===== config.mk =====
export PLATFORM = sky130hd
export DESIGN_NAME = mul_gate
export DESIGN_NICKNAME = d
export VERILOG_FILES = /design/src/rtl/mul_gate_pkg.sv /design/src/rtl/mul_gate_fa_cell.sv /design/src/rtl/mul_gate.sv
export SDC_FILE = /design/constraint.sdc
export NUM_CORES = 1
export LEC_CHECK = 0
export BUFFER_PORTS_ARGS = -buffer_cell sky130_fd_sc_hd__clkbuf_2
export CAP_MARGIN = 20
export CORE_MARGIN = 2
export CORE_UTILIZATION = 64
export CTS_BUF_LIST = sky130_fd_sc_hd__clkbuf_4 sky130_fd_sc_hd__clkbuf_8 sky130_fd_sc_hd__clkbuf_16
export CTS_CLUSTER_DIAMETER = 120
export DETAILED_ROUTE_END_ITERATION = 16
export PLACE_DENSITY = 0.92
export RECOVER_POWER = 25
export SKIP_LAST_GASP = 1
export SLEW_MARGIN = 10
export SYNTH_ARGS = -nofsm -noshare
export SYNTH_HDL_FRONTEND = slang
export SYNTH_SLANG_ARGS = --single-unit

===== constraint.sdc =====
create_clock -name clk -period 60.4 [get_ports clk]
set_input_delay 3.02 -clock clk [delete_from_list [all_inputs] [get_ports clk]]
set_output_delay 3.02 -clock clk [all_outputs]
set_load 0.01 [all_outputs]

===== src/rtl/mul_gate_pkg.sv =====
// Shared constants for the gate-level Q0.N multiplier.
// Build macro MUL_GATE_ROUND_EN selects round-half-up reduction of the Q0.2N product.
package mul_gate_pkg;

    localparam int MUL_GATE_N_DEFAULT = 16;

    typedef enum logic {
        REDUCE_TRUNC = 1'b0,
        REDUCE_ROUND = 1'b1
    } reduce_mode_e;

`ifdef MUL_GATE_ROUND_EN
    localparam reduce_mode_e REDUCE_MODE = REDUCE_ROUND;
`else
    localparam reduce_mode_e REDUCE_MODE = REDUCE_TRUNC;
`endif

    // Q0.N x Q0.N yields Q0.2N: fractional bit count of the full product.
    function automatic int q_prod_bits(input int n);
        return 2 * n;
    endfunction

endpackage


===== src/rtl/mul_gate_fa_cell.sv =====
// Full adder built from AND/XOR/OR gates; tie cin to 0 to use it as a half adder.
module fa_cell (
    input  logic a,
    input  logic b,
    input  logic cin,
    output logic s,
    output logic cout
);

    logic ab_x;

    assign ab_x = a ^ b;
    assign s    = ab_x ^ cin;
    assign cout = (a & b) | (cin & ab_x);

endmodule


===== src/rtl/mul_gate.sv =====
// Unsigned Q0.N x Q0.N array multiplier from AND partial products and fa_cell rows, plus a capture register.
// Defining MUL_GATE_ROUND_EN makes p_hi_q round half up (with clamp) instead of truncating.
module mul_gate
    import mul_gate_pkg::*;
#(
    parameter int N = MUL_GATE_N_DEFAULT
) (
    input  logic                          clk,
    input  logic                          rst,
    input  logic                          in_valid,
    input  logic [N-1:0]                  a,
    input  logic [N-1:0]                  b,
    output logic [q_prod_bits(N)-1:0]     p,
    output logic [q_prod_bits(N)-1:0]     p_q,
    output logic [N-1:0]                  p_hi_q,
    output logic                          out_valid
);

    localparam int PW = q_prod_bits(N);

    logic [N-1:0] pp      [N];
    logic [N-1:0] row_sum [N];
    logic         row_co  [N];

    for (genvar i = 0; i < N; i++) begin : g_pp
        for (genvar j = 0; j < N; j++) begin : g_pp_bit
            assign pp[i][j] = a[j] & b[i];
        end
    end

    assign row_sum[0] = pp[0];
    assign row_co[0]  = 1'b0;

    // Each row adds the previous row's shifted-down sum (carry as new MSB) to the next partial product;
    // the bit falling off the bottom of each row is a finished product bit.
    for (genvar i = 1; i < N; i++) begin : g_row
        logic [N-1:0] x;
        logic [N:0]   c;

        assign x    = {row_co[i-1], row_sum[i-1][N-1:1]};
        assign c[0] = 1'b0;

        for (genvar j = 0; j < N; j++) begin : g_cell
            fa_cell u_fa (
                .a    (x[j]),
                .b    (pp[i][j]),
                .cin  (c[j]),
                .s    (row_sum[i][j]),
                .cout (c[j+1])
            );
        end

        assign row_co[i] = c[N];
    end

    for (genvar i = 0; i < N; i++) begin : g_plo
        assign p[i] = row_sum[i][0];
    end
    assign p[PW-1:N] = {row_co[N-1], row_sum[N-1][N-1:1]};

    logic [N:0]    hi_sum;
    logic [N-1:0]  p_hi_red;
    logic [PW-1:0] p_d;
    logic [N-1:0]  p_hi_d;
    logic          valid_d;
    logic          valid_q;

    // Carry-out of the rounding add cannot happen for Q0.N operands, but saturate regardless.
    always_comb begin
        hi_sum   = {1'b0, p[PW-1:N]} + {{N{1'b0}}, p[N-1]};
        p_hi_red = p[PW-1:N];
        if (REDUCE_MODE == REDUCE_ROUND) begin
            p_hi_red = hi_sum[N] ? {N{1'b1}} : hi_sum[N-1:0];
        end
    end

    always_comb begin
        p_d     = p_q;
        p_hi_d  = p_hi_q;
        valid_d = 1'b0;
        if (in_valid) begin
            p_d     = p;
            p_hi_d  = p_hi_red;
            valid_d = 1'b1;
        end
    end

    always_ff @(posedge clk) begin
        if (rst) begin
            p_q     <= '0;
            p_hi_q  <= '0;
            valid_q <= 1'b0;
        end else begin
            p_q     <= p_d;
            p_hi_q  <= p_hi_d;
            valid_q <= valid_d;
        end
    end

    assign out_valid = valid_q;

endmodule


==> metrics.json, run 1 <==
{
  "mappedNetlistNets": 1081,
  "largest_fanout_of_any_net_on_the_critical_path": 16,
  "mappedNetlistArea_um2": 8210,
  "synth_sequential_area_ratio_pct": 8.04,
  "setup.worst_path.end_class": "output port",
  "maxCapViolations": 0,
  "worst_setup_hold_path_clk_slew_ns": 0.05,
  "netlist_instances": 806,
  "clock_tree.root_cell": "sky130_fd_sc_hd__clkbuf_16",
  "hold_buffer_count_at_cts": 0,
  "hold_path_class": "reg -> reg",
  "cts_resized": 0,
  "overflow": 0,
  "dieArea_um2": 13800,
  "cts_inserted_buffers": 5,
  "placeableCoreArea_um2": 12600,
  "dr_total_vias": 5131,
  "r2r-start": "p_q[22]$_SDFFE_PP0P_",
  "path_depth": 57,
  "worst_setup_path_startpoint": "b[0]",
  "buffer_ports.inserted": 115,
  "critPathSlowestCell": "sky130_fd_sc_hd__fa_1",
  "worst_ep_required_time_ns": 57.38,
  "grt_usage_pct": 23.2,
  "tns_ns": 0,
  "layout-drive-gt1-share_pct": 12.1,
  "hold_path_cells": 2,
  "synthToLayoutAreaGrowth_pct": 5.33,
  "grt_start_max_net_pins": 49,
  "synth-async-reset-ratio_pct": 0,
  "placement_rows": 41,
  "r2r_end": "p_q[22]$_SDFFE_PP0P_",
  "timing.final.crit_share_pct": 43.8,
  "hold_ws_ns": 0.488,
  "vias_in_the_first_global_route": 5790,
  "synth_top_cells_by_count": "224 x sky130_fd_sc_hd__fa_1, 187 x sky130_fd_sc_hd__and2_1, 124 x sky130_fd_sc_hd__inv_1, 69 x sky130_fd_sc_hd__nand2_1, 49 x sky130_fd_sc_hd__buf_4",
  "yosys_register_bits": 33,
  "finalMaxSlewViolations": 0,
  "postCtsSetupRepairBufs": 0,
  "drt-pass1-iter-count": 4,
  "pin_count": 116,
  "gp_congestion": 0.766,
  "rr_worst_depth": 2,
  "yosys_most_used_dff": "sky130_fd_sc_hd__dfxtp_1",
  "drt-vias-per-instance": 5.06,
  "cts_tree": "built",
  "worst_path_most_repeated_cell": "sky130_fd_sc_hd__fa_1",
  "total_buffers_and_inverters_traversed_by_the_critical_path": 12,
  "routed_wirelength_um": 13500,
  "die_y_um": 117,
  "cts_sinks": 33,
  "number_of_inserted_diodes": 0,
  "h-tree-depth": 2,
  "worst_path_largest_cell_delay_ns": 0.58,
  "synth_area_leader_cell": "sky130_fd_sc_hd__fa_1",
  "total_number_of_yosys_warnings": 0,
  "drt_first_iter_violations": 191,
  "fmax_mhz": 37.8,
  "criticalPathCategory": "in -> out",
  "cp-start-kind": "primary input",
  "synth_enable_flop_cells": 0,
  "ys_top_cells_by_area": "sky130_fd_sc_hd__fa_1 55%, sky130_fd_sc_hd__and2_1 14%, sky130_fd_sc_hd__dfxtp_1 8.0%, sky130_fd_sc_hd__inv_1 5.7%, sky130_fd_sc_hd__buf_4 4.5%",
  "run_status": "finished clean",
  "worst_setup_path_endpoint": "p[30]",
  "max-slew-margin-rel_pct": 20.1,
  "critical-path-top-delay-family": "adder cells",
  "cp_data_arrival_time_ns": 23.45,
  "timing.final.setup_violations": 0,
  "final_util_pct": 68.8,
  "grt_antenna_before_repair": 0,
  "worst_clock_skew_on_the_final_layout_ns": 0,
  "clock_insertion_delay_worst_skew_ns": 0.29,
  "antenna_left": 0,
  "global_route_wire_length_before_repair_um": 25200,
  "min_clock_period_post_route_ns": 26.47,
  "ff2ff_setup_slack_ns": 59.69,
  "fp.dieW_um": 117,
  "drcViolationCount": 0,
  "synth_cell_types": 17,
  "clock_buffer_depth": 2,
  "timing_hold_violations_final": 0,
  "postSynthAreaPerCell_um2": 10.2,
  "netlist.area_leader.share_pct": 54.6,
  "max_slew.worst_pin.slew_ns": 1.20,
  "rsz0062_at_grt": "false",
  "drt-wirelength-per-cell_um": 13.3,
  "layout.nets": 1116,
  "initial_utilization_pct": 65.3,
  "placed_wire_length_estimate_after_detailed_placement_um": 11600,
  "most_common_cell_in_the_netlist": "sky130_fd_sc_hd__fa_1"
}
[worst reg2reg max path: stages, from the launching register on]
cell and delay, ns:
sky130_fd_sc_hd__dfxtp_1 0.37, sky130_fd_sc_hd__nor2_1 0.05, sky130_fd_sc_hd__a211oi_1 0.20
[worst min path at each step]
stage                              start                   end  slack (ns)
global placement     p_q[4]$_SDFFE_PP0P_   p_q[4]$_SDFFE_PP0P_        0.47
finish               p_q[4]$_SDFFE_PP0P_   p_q[4]$_SDFFE_PP0P_        0.49
global route        p_q[17]$_SDFFE_PP0P_  p_q[17]$_SDFFE_PP0P_        0.51
CTS                 p_q[10]$_SDFFE_PP0P_  p_q[10]$_SDFFE_PP0P_        0.49
detailed placement   p_q[5]$_SDFFE_PP0P_   p_q[5]$_SDFFE_PP0P_        0.48
floorplan           p_q[16]$_SDFFE_PP0P_  p_q[16]$_SDFFE_PP0P_        0.51
[layer usage]
layer | global-route usage, % | vias to the layer above | wire (um)
met5 | 0 | - | 0
met4 | 6.98 | 0 | 225
met3 | 3.50 | 18 | 448
met2 | 43.4 | 90 | 7700
met1 | 27.8 | 2673 | 5140
li1 | - | 2350 | -
[cell usage in the layout, fill, tap and decap left out, types with 5 or more instances in the layout]
cell type / count
sky130_fd_sc_hd__a211oi_1: 10
sky130_fd_sc_hd__a211oi_2: 5
sky130_fd_sc_hd__and2_1: 187
sky130_fd_sc_hd__clkbuf_1: 28
sky130_fd_sc_hd__clkbuf_16: 5
sky130_fd_sc_hd__clkbuf_2: 87
sky130_fd_sc_hd__dfxtp_1: 33
sky130_fd_sc_hd__fa_1: 224
sky130_fd_sc_hd__ha_1: 16
sky130_fd_sc_hd__inv_1: 124
sky130_fd_sc_hd__mux2i_1: 16
sky130_fd_sc_hd__nand2_1: 69
sky130_fd_sc_hd__nor2_1: 31
[state kept, by name, summed over array words and instances (netlist names)]
signal / count
out_valid: 1
p_q: 32
[logic make-up after synthesis]
family / count (synthesis) / share of synthesized area [%]
AND/OR/NAND/NOR: 289 / 19.0
buffers and inverters: 212 / 12.2
flip-flops: 33 / 8.04
AO/OA/AOI/OAI: 16 / 1.77
adder cells (fa/ha/maj): 240 / 57.0
multiplexers: 16 / 1.95
[area by class of cell]
cell class	count	area (um2)
Timing Repair Buffer	116	568
Clock buffer	5	125
Fill cell	914	3920
Sequential cell	33	661
Tap cell	172	215
Clock inverter	3	65.1
Multi-Input combinational cell	561	6550
Inverter	124	465
[stage by stage]
step	worst slack [ns]	std cells	instance area, um2
after floorplan	34.60	806	8210
after global placement	34.25	1005	8470
after detailed placement	33.88	1005	8470
after CTS	33.85	1013	8660
after global routing	33.08	1014	8650
final	33.93	1014	8650
Power of run 1 is not shown: default switching activity piles up to over one toggle a cycle in this logic, so the estimate is an artifact.
==> run 2: changes to the inputs <==
--- a/config.mk
+++ b/config.mk
@@ -8,11 +8,11 @@
 export BUFFER_PORTS_ARGS = -buffer_cell sky130_fd_sc_hd__clkbuf_2
 export CAP_MARGIN = 20
 export CORE_MARGIN = 2
-export CORE_UTILIZATION = 64
+export CORE_UTILIZATION = 61
 export CTS_BUF_LIST = sky130_fd_sc_hd__clkbuf_4 sky130_fd_sc_hd__clkbuf_8 sky130_fd_sc_hd__clkbuf_16
 export CTS_CLUSTER_DIAMETER = 120
 export DETAILED_ROUTE_END_ITERATION = 16
-export PLACE_DENSITY = 0.92
+export PLACE_DENSITY = 0.88
 export RECOVER_POWER = 25
 export SKIP_LAST_GASP = 1
 export SLEW_MARGIN = 10
==> constraint.sdc (replaced) <==
create_clock -name clk -period 26 [get_ports clk]
set_input_delay 1.3 -clock clk [delete_from_list [all_inputs] [get_ports clk]]
set_output_delay 1.3 -clock clk [all_outputs]
set_load 0.01 [all_outputs]
==> metrics.json, run 2 (synthesized netlist as in run 1, its figures left out) <==
{
  "run_status": "finished clean",
  "timing_hold_violations_final": {"value": 0, "change": "unchanged"},
  "placed_wire_length_estimate_after_detailed_placement": {"value": 11200, "unit": "um", "change": "-2.8%"},
  "synthToLayoutAreaGrowth_pct": 4.81,
  "min_clock_period_post_route_ns": 23.10,
  "rr_worst_depth": {"value": 2, "change": "unchanged"},
  "cts_tree": "built",
  "grt_usage": {"value": 21.4, "unit": "%", "change": "-1.8 points"},
  "worst_path_largest_cell_delay": {"value": 0.58, "unit": "ns", "change": "about the same"},
  "max_flop_register": "p_q",
  "layout.nets": {"value": 1116, "change": "unchanged"},
  "tns": {"value": 0, "unit": "ns", "change": "unchanged"},
  "maxCapViolations": {"value": 0, "change": "unchanged"},
  "placeableCoreArea": {"value": 13200, "unit": "um2", "change": "+4.9%"},
  "cts_inserted_buffers": {"value": 5, "change": "unchanged"},
  "worst_setup_hold_path_clk_slew": {"value": 0.05, "unit": "ns", "change": "about the same"},
  "worstHoldStart": "p_q[11]$_SDFFE_PP0P_",
  "hold_buffer_count_at_cts": {"value": 0, "change": "unchanged"},
  "rsz0062_at_grt": "false",
  "cts_resized": {"value": 0, "change": "unchanged"},
  "hold_path_class": "reg -> reg",
  "dr_total_vias": {"value": 5101, "change": "-0.58%"},
  "routed_wirelength": {"value": 13100, "unit": "um", "change": "-2.8%"},
  "criticalPathCategory": "in -> out",
  "clock_tree.root_cell": "sky130_fd_sc_hd__clkbuf_16",
  "critical-path-top-delay-family": "adder cells",
  "vias_in_the_first_global_route": {"value": 5776, "change": "-0.24%"},
  "largest_register_ff_count": {"value": 32, "change": "unchanged"},
  "buffer_ports.inserted": {"value": 115, "change": "unchanged"},
  "layout-drive-gt1-share": {"value": 12.1, "unit": "%", "change": "unchanged"},
  "finalMaxSlewViolations": {"value": 0, "change": "unchanged"},
  "grt_antenna_before_repair": {"value": 0, "change": "unchanged"},
  "met3_length": {"value": 469, "unit": "um", "change": "+4.7%"},
  "largest_fanout_of_any_net_on_the_critical_path": {"value": 16, "change": "unchanged"},
  "routedLengthMet1": {"value": 5140, "unit": "um", "change": "about the same"},
  "final_common_cell": "sky130_fd_sc_hd__fa_1",
  "timing.final.crit_share_pct": 88.9,
  "ff2ff_setup_slack": {"value": 25.29, "unit": "ns", "change": "-34.40 ns"},
  "grt_start_max_net_pins": {"value": 49, "change": "unchanged"},
  "cp-start-kind": "primary input",
  "worst_ep_required_time": {"value": 24.70, "unit": "ns", "change": "-32.68 ns"},
  "drcViolationCount": {"value": 0, "change": "unchanged"},
  "cts_sinks": {"value": 33, "change": "unchanged"},
  "antenna_left": {"value": 0, "change": "unchanged"},
  "total_buffers_and_inverters_traversed_by_the_critical_path": {"value": 12, "change": "unchanged"},
  "drt_first_iter_violations": {"value": 145, "change": "-24%"},
  "die_y": {"value": 120, "unit": "um", "change": "+2.3%"},
  "clock_buffer_depth": {"value": 2, "change": "unchanged"},
  "highest_routing_layer_actually_used": "met4",
  "hold_path_cells": {"value": 2, "change": "unchanged"},
  "global_route_wire_length_before_repair": {"value": 25400, "unit": "um", "change": "+0.46%"},
  "r2r_end": "p_q[0]$_SDFFE_PP0P_",
  "max-slew-margin-rel": {"value": 15.6, "unit": "%", "change": "-4.5 points"},
  "layout_common_cells": "224 x sky130_fd_sc_hd__fa_1, 187 x sky130_fd_sc_hd__and2_1, 124 x sky130_fd_sc_hd__inv_1",
  "worst_clock_skew_on_the_final_layout": {"value": 0, "unit": "ns", "change": "unchanged"},
  "met2RoutedLength": {"value": 7380, "unit": "um", "change": "-4.1%"},
  "number_of_inserted_diodes": {"value": 0, "change": "unchanged"},
  "postCtsSetupRepairBufs": {"value": 0, "change": "unchanged"},
  "h-tree-depth": {"value": 2, "change": "unchanged"},
  "gp_congestion": {"value": 0.755, "change": "-1.4%"},
  "overflow": {"value": 0, "change": "unchanged"},
  "initial_utilization": {"value": 62.3, "unit": "%", "change": "-3.1 points"},
  "dieArea": {"value": 14400, "unit": "um2", "change": "+4.8%"},
  "fin_area": {"value": 8610, "unit": "um2", "change": "-0.49%"},
  "r2r-start": "p_q[0]$_SDFFE_PP0P_",
  "pin_count": {"value": 116, "change": "unchanged"},
  "fmax_mhz": 43.3,
  "worstHoldEndpoint": "p_q[11]$_SDFFE_PP0P_",
  "placement_rows": {"value": 42, "change": "+2.4%"},
  "cp_data_arrival_time": {"value": 21.80, "unit": "ns", "change": "-1.65 ns"},
  "drt-pass1-iter-count": {"value": 4, "change": "unchanged"},
  "max_slew.worst_pin.slew": {"value": 1.27, "unit": "ns", "change": "+0.0670 ns"},
  "setup.worst_path.end_class": "output port",
  "critPathSlowestCell": "sky130_fd_sc_hd__fa_1",
  "fp.dieW": {"value": 120, "unit": "um", "change": "+2.3%"},
  "drt-vias-per-instance": {"value": 5.01, "change": "-0.98%"},
  "place_area": {"value": 8470, "unit": "um2", "change": "about the same"},
  "timing.final.setup_violations": {"value": 0, "change": "unchanged"},
  "clock_insertion_delay_worst_skew": {"value": 0.28, "unit": "ns", "change": "about the same"},
  "worst_path_most_repeated_cell": "sky130_fd_sc_hd__fa_1",
  "drt-wirelength-per-cell": {"value": 12.9, "unit": "um", "change": "-3.2%"}
}
## run 2: per-stage QoR
stage	setup WS, ns	instances	utilization (%)	hold WS [ns]
after floorplan	3.64	806	-	0.510
final	2.90	1018	65.3	0.491
after global placement	3.29	1009	64.2	0.471
after CTS	2.81	1017	65.3	0.494
after detailed placement	2.90	1009	64.2	0.484
after global routing	1.97	1018	65.3	0.519
## run 2: worst max-delay path by stage
stage	depth (start not counted)	slack [ns]	end	start
after global routing	57	1.97	p[30]	b[1]
after global placement	57	3.29	p[30]	b[1]
after floorplan	57	3.64	p[30]	a[0]
final	57	2.90	p[30]	b[1]
after CTS	57	2.81	p[30]	b[1]
after detailed placement	57	2.90	p[30]	b[1]
## run 2: worst min-delay path, delay by kind of cell (launching register included)
kind,cells,cell delay [ns]
simple gates,1,0.07
flops,1,0.32
mux,1,0.06
## run 2: layout make-up
class	instances	area, um2
fill	1013	4580
sequential	33	661
tap	176	220
timing repair buffer	116	568
clock buffer	6	133
clock inverter	2	10.0
inverter	124	465
multi-input combinational	561	6550
## run 2: layer usage
layer	track usage, %	vias to the layer above
li1	-	2346
met1	27.0	2672
met2	39.7	71
met3	2.61	12
met4	4.56	0
met5	0	-
Power of run 2 is left out for the same reason.
